### config.mk
export PLATFORM = sky130hd
export DESIGN_NAME = serial_subtractor
export DESIGN_NICKNAME = d
export VERILOG_FILES = /design/src/rtl/sumadores_pkg.sv /design/src/rtl/full_subtractor.sv /design/src/rtl/serial_subtractor.sv
export SDC_FILE = /design/constraint.sdc
export NUM_CORES = 1
export LEC_CHECK = 0
export BUFFER_PORTS_ARGS = -buffer_cell sky130_fd_sc_hd__buf_2
export CORE_MARGIN = 3
export CORE_UTILIZATION = 45
export CTS_CLUSTER_DIAMETER = 120
export DETAILED_ROUTE_END_ITERATION = 12
export GPL_TIMING_DRIVEN = 0
export PLACE_DENSITY = 0.72
export SLEW_MARGIN = 20
export SYNTH_ARGS = -nofsm -noshare
export SYNTH_HDL_FRONTEND = slang
export SYNTH_SLANG_ARGS = --single-unit
### constraint.sdc
create_clock -name clk -period 1.93 [get_ports clk]
set_input_delay 0.386 -clock clk [delete_from_list [all_inputs] [get_ports clk]]
set_output_delay 0.386 -clock clk [all_outputs]
set_load 0.005 [all_outputs]
### src/rtl/sumadores_pkg.sv
// Shared types and constants for the sumadores arithmetic blocks.
// Holds the serial subtractor FSM encoding and default width.
package sumadores_pkg;

  typedef enum logic [1:0] {
    IDLE,
    SHIFT,
    DONE
  } sub_state_t;

  localparam int unsigned DEFAULT_BITS = 8;

endpackage

### src/rtl/full_subtractor.sv
// One-bit full subtractor cell: d = x - y - bin, with borrow-out.
// Combinational; reused once per cycle by the serial loop.
module full_subtractor (
  input  logic x,
  input  logic y,
  input  logic bin,
  output logic d,
  output logic bout
);

  assign d    = x ^ y ^ bin;
  assign bout = (~x & y) | (~(x ^ y) & bin);

endmodule

### src/rtl/serial_subtractor.sv
// Bit-serial unsigned subtractor, LSB first, one bit per clock.
// Result and borrow-out are registered on the final shift edge.
module serial_subtractor
  import sumadores_pkg::*;
#(
  parameter int unsigned Bits = DEFAULT_BITS
) (
  input  logic            clk,
  input  logic            rst,
  input  logic            start,
  input  logic [Bits-1:0] a,
  input  logic [Bits-1:0] b,
  input  logic            bin,
  output logic            ready,
  output logic            busy,
  output logic            done,
  output logic [Bits-1:0] diff,
  output logic            bout
);

  localparam int CW = $clog2(Bits + 1);

  sub_state_t      state_q, state_d;
  logic [Bits-1:0] a_q, a_d;
  logic [Bits-1:0] b_q, b_d;
  logic [Bits-1:0] res_q, res_d;
  logic [Bits-1:0] diff_q, diff_d;
  logic [CW-1:0]   cnt_q, cnt_d;
  logic            brw_q, brw_d;
  logic            bout_q, bout_d;

  logic            fs_d;
  logic            fs_bo;
  logic            last_bit;
  logic            accept;
  logic [Bits-1:0] d_ext;

  full_subtractor u_cell (
    .x    (a_q[0]),
    .y    (b_q[0]),
    .bin  (brw_q),
    .d    (fs_d),
    .bout (fs_bo)
  );

  assign last_bit = (state_q == SHIFT) &&
                    (cnt_q == CW'(Bits - 1));
  assign accept   = (state_q == IDLE) && start;

  always_ff @(posedge clk or posedge rst) begin
    if (rst) begin
      state_q <= IDLE;
    end else begin
      state_q <= state_d;
    end
  end

  always_comb begin
    state_d = state_q;
    unique case (state_q)
      IDLE:    if (start) state_d = SHIFT;
      SHIFT:   if (last_bit) state_d = DONE;
      DONE:    state_d = IDLE;
      default: state_d = IDLE;
    endcase
  end

  always_comb begin
    ready = (state_q == IDLE);
    busy  = !ready;
    done  = (state_q == DONE);
    diff  = diff_q;
    bout  = bout_q;
  end

  // New result bit enters at the MSB; works for Bits == 1 too.
  always_comb begin
    d_ext          = '0;
    d_ext[Bits-1]  = fs_d;
    a_d            = a_q;
    b_d            = b_q;
    res_d          = res_q;
    brw_d          = brw_q;
    cnt_d          = cnt_q;
    diff_d         = diff_q;
    bout_d         = bout_q;
    if (accept) begin
      a_d   = a;
      b_d   = b;
      brw_d = bin;
      cnt_d = '0;
    end else if (state_q == SHIFT) begin
      a_d   = a_q >> 1;
      b_d   = b_q >> 1;
      res_d = (res_q >> 1) | d_ext;
      brw_d = fs_bo;
      cnt_d = cnt_q + CW'(1);
      if (last_bit) begin
        diff_d = (res_q >> 1) | d_ext;
        bout_d = fs_bo;
      end
    end
  end

  always_ff @(posedge clk or posedge rst) begin
    if (rst) begin
      a_q    <= '0;
      b_q    <= '0;
      res_q  <= '0;
      diff_q <= '0;
      cnt_q  <= '0;
      brw_q  <= 1'b0;
      bout_q <= 1'b0;
    end else begin
      a_q    <= a_d;
      b_q    <= b_d;
      res_q  <= res_d;
      diff_q <= diff_d;
      cnt_q  <= cnt_d;
      brw_q  <= brw_d;
      bout_q <= bout_d;
    end
  end

endmodule

==> summary.txt, run 1 <==
=================================================================================
Number of primary I/O pins .........................................           32
Number of storage elements in the synthesis netlist ................           39
Port Buffer Count ..................................................           31
Most common cell after layout, fill and taps aside .................      nand2_1
Instance count of the mapped netlist ...............................          155
Cell at the root of the clock tree .................................     clkbuf_4
Maximum count of clock buffers along a single path .................            2
Cells along the critical path ...................................... nand2b_1 > buf_2 > nor3_4 > mux2_2
Number of warnings issued by yosys .................................            0
Delay-heaviest family, CP .......................................... simple AND/OR/NAND/NOR gates
Initial cell density of the core ...................................        47.5%
Max-Slew Margin vs Limit ...........................................        48.0%
Critical path arrival ..............................................      1.96 ns
Iteration-0 DRC Markers ............................................           46
GR Overflow Total ..................................................            0
Cell leakage power .................................................     0.970 nW
Worst Tran Pin Value ...............................................     0.779 ns
Result of the run ..................................................    completed
Total standard cell area after synthesis ........................... 0.00162 mm^2
Overall die width ..................................................      66.0 um
Antenna violations before repair ...................................            0
Most frequent cells in the layout .................................. nand2_1 (57), dfrtp_1 (39), buf_2 (32)
Global-route wire length before repair .............................      4920 um
Element type at the critical path end ..............................     register
Clock slew seen by the registers of the worst setup and hold paths .      0.11 ns
Proportion of synthesized chip area in sequential cells ............        60.2%
Count of instances resized after the clock tree is built ...........            0
Final min period ...................................................      1.72 ns
Synth Area per Inst ................................................    10.5 um^2
Clock tree from TritonCTS ..........................................          yes
RePlAce Congestion .................................................        0.776
Synth cell types ...................................................           20
Buffer and inverter count on the worst path ........................            1
Count of final setup violators .....................................            0
Number of buffers created by CTS ...................................            5
Area growth, synth to finish .......................................        17.4%
Share of layout cells above drive strength 1 .......................        25.3%
Power Density ...................................................... 1530 mW/mm^2
Tcrit/Tclk final ...................................................        89.2%
Required time of the critical path .................................      2.17 ns
Level count of the clock H-tree ....................................            2
Critical-path maximum fanout .......................................           10
IR Drop Worst-Case VDD .............................................   0.000724 V
Number of placement rows ...........................................           21
Class of the most critical setup path .............................. register to register
Worst path max stage delay .........................................      0.45 ns
Height of the die ..................................................      66.0 um
Unrepaired setup endpoints after global routing ....................           no
Final routed wirelength across all metal layers ....................      3040 um
Router iterations before antenna repair ............................            4
Critical-path top delay cell .......................................       nor3_4
Antenna Cells ......................................................            0
Final HPWL from detailed placement .................................      2140 um
Achievable frequency ...............................................      581 MHz
Overall track demand over capacity in global routing ...............        15.5%
Worst setup skew after layout ......................................   0.00961 ns
Count of antenna-violating nets left after detailed routing ........            0
Largest net degree at the start of global routing ..................           40
Remaining routing DRC violations ...................................            0
Detail-routed net length per standard cell .........................      12.7 um
Number of nets in the finished design ..............................          215
Final-report hold violation count ..................................            0
Mapped Nets ........................................................          177
Post-route total power .............................................      2.91 mW
Hold buffer count at CTS ...........................................            0
Worst-Skew Late Latency ............................................      0.35 ns
Area of the core region ............................................ 0.00342 mm^2
Post-CTS repair timing setup buffer count ..........................            0
Max-cap violations .................................................            0
Kind of start point of the critical path ...........................     register
Vias in the first global route .....................................         1095
Clock sink count ...................................................           39
Pins Over Slew Limit ...............................................            0
Drt via density ....................................................         5.13
Worst min-delay path class ......................................... input port to async pin
Die area ........................................................... 0.00436 mm^2
Final setup TNS ....................................................         0 ns
Total via count after detailed routing .............................         1230
=================================================================================
-- routing by layer --
layer	wire (um)	GRT usage [%]	share of wire, %
met1	1370	19.9	45
met5	0	0	0
met3	115	3.57	3.8
met2	1470	23.4	48
met4	83	9.90	2.7
-- report_power, final --
| group | internal, mW | total [mW] | switching, mW |
|---|---|---|---|
| logic | 0.465 | 1.03 | 0.568 |
| registers | 1.18 | 1.41 | 0.224 |
| clock network | 0.214 | 0.470 | 0.256 |
-- registers in the layout (all words and copies together), names as in the netlist --
name,flops
a_q,8
b_q,8
diff,8
res_q,7
cnt_q,4
state_q,2
bout,1
brw_q,1
-- path summary, 6_finish.rpt --
| check | startpoint | endpoint | slack [ns] | cells after the start |
|---|---|---|---|---|
| max reg2reg | state_q[1] | diff[6] | 0.21 | 4 |
| max in group asynchronous | rst | brw_q | 1.27 | 2 |
| min reg2reg | b_q[1] | b_q[1] | 0.49 | 2 |
| min in group clk | a[7] | a_q[7] | 0.24 | 3 |
| min | rst | diff[3] | 0.17 | 2 |
| max | state_q[1] | diff[6] | 0.21 | 4 |
-- layout make-up --
cell class,count,area (um^2)
flip-flops and latches,39,976
fillers,324,1510
repair buffers,31,155
plain buffers,8,31.3
clock buffers,8,68.8
multi-input cells,103,596
well taps,46,57.6
inverters,5,18.8
-- stage by stage --
stage | util (%) | setup slack [ns] | hold slack [ns] | cells | cell area (um^2)
floorplan | - | 0.404 | 0.440 | 155 | 1620
global placement | 53.7 | 0.208 | 0.457 | 232 | 1830
detailed placement | 53.7 | 0.221 | 0.467 | 232 | 1830
CTS | 55.7 | 0.194 | 0.201 | 240 | 1900
global route | 55.7 | 0.0848 | 0.235 | 240 | 1900
finish | 55.7 | 0.208 | 0.171 | 240 | 1900
-- cell families (layout without fill, tap and decap cells) --
| family | Yosys count | in the layout | synth area share, % |
|---|---|---|---|
| simple gates | 68 | 68 | 17.9 |
| flops | 39 | 39 | 60.2 |
| compound gates | 23 | 23 | 10.0 |
| mux | 10 | 10 | 6.79 |
| buf+inv | 13 | 52 | 3.09 |
| fa+ha+maj | 2 | 2 | 2.01 |
-- cell usage after synthesis --
master     n  share of area (%)
nand2_1   57                 13
dfrtp_1   39                 60
a22oi_1   14                6.5
mux2_2     8                5.6
clkbuf_1   7                1.6
inv_1      5                1.2
o21ai_0    5                1.5
nand2b_1   3                1.2
mux2i_1    2                1.2
nor2_1     2               0.46
nor2b_1    2               0.77
nor3b_1    2               0.93
o21bai_1   2               0.93
a21o_1     1               0.46
a221o_1    1               0.62
buf_2      1               0.31
fa_1       1                1.2
ha_1       1               0.77
nand4_1    1               0.39
nor3_4     1                1.0
Note: power is estimated with default switching activity, not from simulation.
==> run 2, diff against run 1 <==
- CORE_UTILIZATION: 45 -> 48
- PLACE_DENSITY: 0.72 -> 0.76
- TNS_END_PERCENT: not set -> 5
==> run 2 against run 1 <==
Clock power down 17%. Combinational power is essentially flat. Total power down 2.2%. Global-route usage increased by 1.8 points. Worst setup slack worse by 0.010 ns. Wire length is 4.7% higher. Final cell count decreased by 0.42%. Sequential share of layout area shrank 0.17 points. Largest cell class unchanged. Highest routed layer unchanged.
==> summary.txt, run 2 (synthesized netlist as in run 1, its figures left out) <==
=================================================================================
Result of the run ..................................................    completed
Worst path max stage delay .........................................      0.46 ns   about the same
Critical path arrival ..............................................      1.97 ns   about the same
Port Buffer Count ..................................................           31   unchanged
Critical-path top delay cell .......................................       nor3_4
Switching share of total power .....................................        36.9%   +0.95 points
Iteration-0 DRC Markers ............................................           69   +50%
Number of nets in the finished design ..............................          216   +0.47%
Area of the core region ............................................ 0.00313 mm^2   -8.4%
Most frequent cells in the layout .................................. nand2_1 (57), dfrtp_1 (39), buf_2 (32)
GR Overflow Total ..................................................            0   unchanged
Most common cell after layout, fill and taps aside .................      nand2_1
Vias in the first global route .....................................         1186   +8.3%
Max-cap violations .................................................            0   unchanged
Remaining routing DRC violations ...................................            0   unchanged
Kind of start point of the critical path ...........................     register
Worst-Skew Late Latency ............................................      0.34 ns   about the same
RePlAce Congestion .................................................        0.758   -2.4%
Global-route track usage on met3 ...................................        3.16%   -0.41 points
Post-CTS repair timing setup buffer count ..........................            0   unchanged
Unrepaired setup endpoints after global routing ....................           no
Critical-path maximum fanout .......................................           10   unchanged
Cell leakage power .................................................     0.974 nW   +0.35%
Initial cell density of the core ...................................        51.8%   +4.4 points
Number of buffers created by CTS ...................................            5   unchanged
Busiest grt layer ..................................................         met2
Overall track demand over capacity in global routing ...............        17.3%   +1.8 points
Final setup TNS ....................................................         0 ns   unchanged
Largest net degree at the start of global routing ..................           22   -45%
Post-route cell area ............................................... 0.00191 mm^2   +0.33%
Number of placement rows ...........................................           20   -4.8%
Level count of the clock H-tree ....................................            2   unchanged
Global-route met1 utilization ......................................        21.0%   +1.1 points
Power Density ...................................................... 1490 mW/mm^2   -2.5%
Internal portion of total power ....................................      1.80 mW   -3.6%
Share of power burned in registers .................................        49.9%   +1.5 points
Worst min-delay path class ......................................... input port to async pin
Hold buffer count at CTS ...........................................            0   unchanged
Achievable frequency ...............................................      577 MHz   -0.59%
Tcrit/Tclk final ...................................................        89.7%   +0.53 points
Worst R2R Setup Slack ..............................................      0.20 ns   about the same
Element type at the critical path end ..............................     register
Switch Pwr .........................................................      1.05 mW   +0.40%
IR Drop Worst-Case VDD .............................................   0.000586 V   -19%
Global-route wire length before repair .............................      5410 um   +10%
Cells along the critical path ...................................... nand2b_1 > buf_2 > nor3_4 > mux2_2
Clock sink count ...................................................           39   unchanged
Maximum count of clock buffers along a single path .................            2   unchanged
Final-report hold violation count ..................................            0   unchanged
Comb power frac ....................................................        36.3%   +0.8 points
Count of antenna-violating nets left after detailed routing ........            0   unchanged
Antenna violations before repair ...................................            0   unchanged
Class of the most critical setup path .............................. register to register
Origin of the critical flop-to-flop path ...........................   state_q[1]
Final HPWL from detailed placement .................................      2300 um   +7.3%
Final routed wirelength across all metal layers ....................      3190 um   +4.7%
Height of the die ..................................................      64.1 um   -2.9%
Required time of the critical path .................................      2.16 ns   about the same
Drt via density ....................................................         5.16   +0.66%
Cell at the root of the clock tree .................................     clkbuf_4
Count of instances resized after the clock tree is built ...........            0   unchanged
Clock tree from TritonCTS ..........................................          yes
Clock slew seen by the registers of the worst setup and hold paths .      0.11 ns   about the same
FF-to-FF path depth ................................................            4   unchanged
Worst Tran Pin Value ...............................................     0.594 ns   -0.185 ns
Antenna Cells ......................................................            0   unchanged
Post-Route Utilization .............................................        61.0%   +5.3 points
Number of primary I/O pins .........................................           32   unchanged
GR Util met2 .......................................................        28.9%   +5.5 points
Area growth, synth to finish .......................................        17.7%
Router iterations before antenna repair ............................            5   +1
Placed Area ........................................................ 0.00186 mm^2   +1.4%
Share of layout cells above drive strength 1 .......................        25.1%   -0.13 points
Worst flop-to-flop path endpoint ...................................      diff[4]
Count of final setup violators .....................................            0   unchanged
Max-Slew Margin vs Limit ...........................................        60.3%   +12 points
Final min period ...................................................      1.73 ns   +0.0103 ns
Die area ........................................................... 0.00411 mm^2   -5.7%
Pins Over Slew Limit ...............................................            0   unchanged
Worst setup skew after layout ......................................   0.00768 ns   -0.00193 ns
Overall die width ..................................................      64.1 um   -2.9%
Detail-routed net length per standard cell .........................      13.3 um   +5.1%
Total via count after detailed routing .............................         1233   +0.24%
Clk network pwr share ..............................................        13.7%   -2.5 points
=================================================================================
## run 2: changes by cell type in the layout (fill, tap and decap cells not counted), sizes merged
cell and delta:
clkbuf -1, clkinv +1, buf +1
## run 2: area by class of cell
type | instances | area [um^2]
tap | 44 | 55.1
inverter | 5 | 18.8
multi-input combinational | 103 | 596
clock inverter | 1 | 5.00
timing repair buffer | 32 | 183
sequential | 39 | 976
buffer | 8 | 31.3
clock buffer | 7 | 45.0
fill | 274 | 1220
## run 2: worst max-delay path by stage
stage	to	slack [ns]	start
after floorplan	diff[0]	0.40	state_q[1]
after global placement	res_q[1]	0.19	rst
after detailed placement	diff[4]	0.21	state_q[1]
after CTS	diff[4]	0.19	state_q[1]
after global routing	diff[4]	0.11	state_q[1]
final	diff[4]	0.20	state_q[1]
## run 2: power by group through the flow
stage                     combinational (mW)  clock [mW]  sequential (mW)
after global placement                  1.00           0             1.41
final                                   1.03       0.391             1.42
after floorplan                        0.722           0             1.39
after CTS                               1.05       0.402             1.42
after detailed placement                1.04           0             1.44
after global routing                    1.19       0.432             1.46
## run 2: routing by layer
| metal | routed length [um] | part of all wire (%) |
|---|---|---|
| met5 | 0 | 0 |
| met4 | 68 | 2.1 |
| met3 | 140 | 4.4 |
| met2 | 1620 | 51 |
| met1 | 1360 | 43 |
## run 2: stage by stage
stage / cells / hold slack (ns) / total power, mW / setup slack (ns)
3_3_place_gp: 230 / 0.455 / 2.41 / 0.194
2_1_floorplan: 155 / 0.440 / 2.11 / 0.404
6_report: 239 / 0.0361 / 2.85 / 0.198
3_5_place_dp: 231 / 0.418 / 2.48 / 0.211
5_1_grt: 239 / 0.0453 / 3.09 / 0.109
4_1_cts: 239 / 0.0395 / 2.88 / 0.195
## run 2: critical path: cells and delay by family (launching register included)
| family | cells | cell delay [ns] |
|---|---|---|
| multiplexers | 1 | 0.40 |
| buffers and inverters | 1 | 0.16 |
| flip-flops | 1 | 0.44 |
| AND/OR/NAND/NOR | 2 | 0.62 |
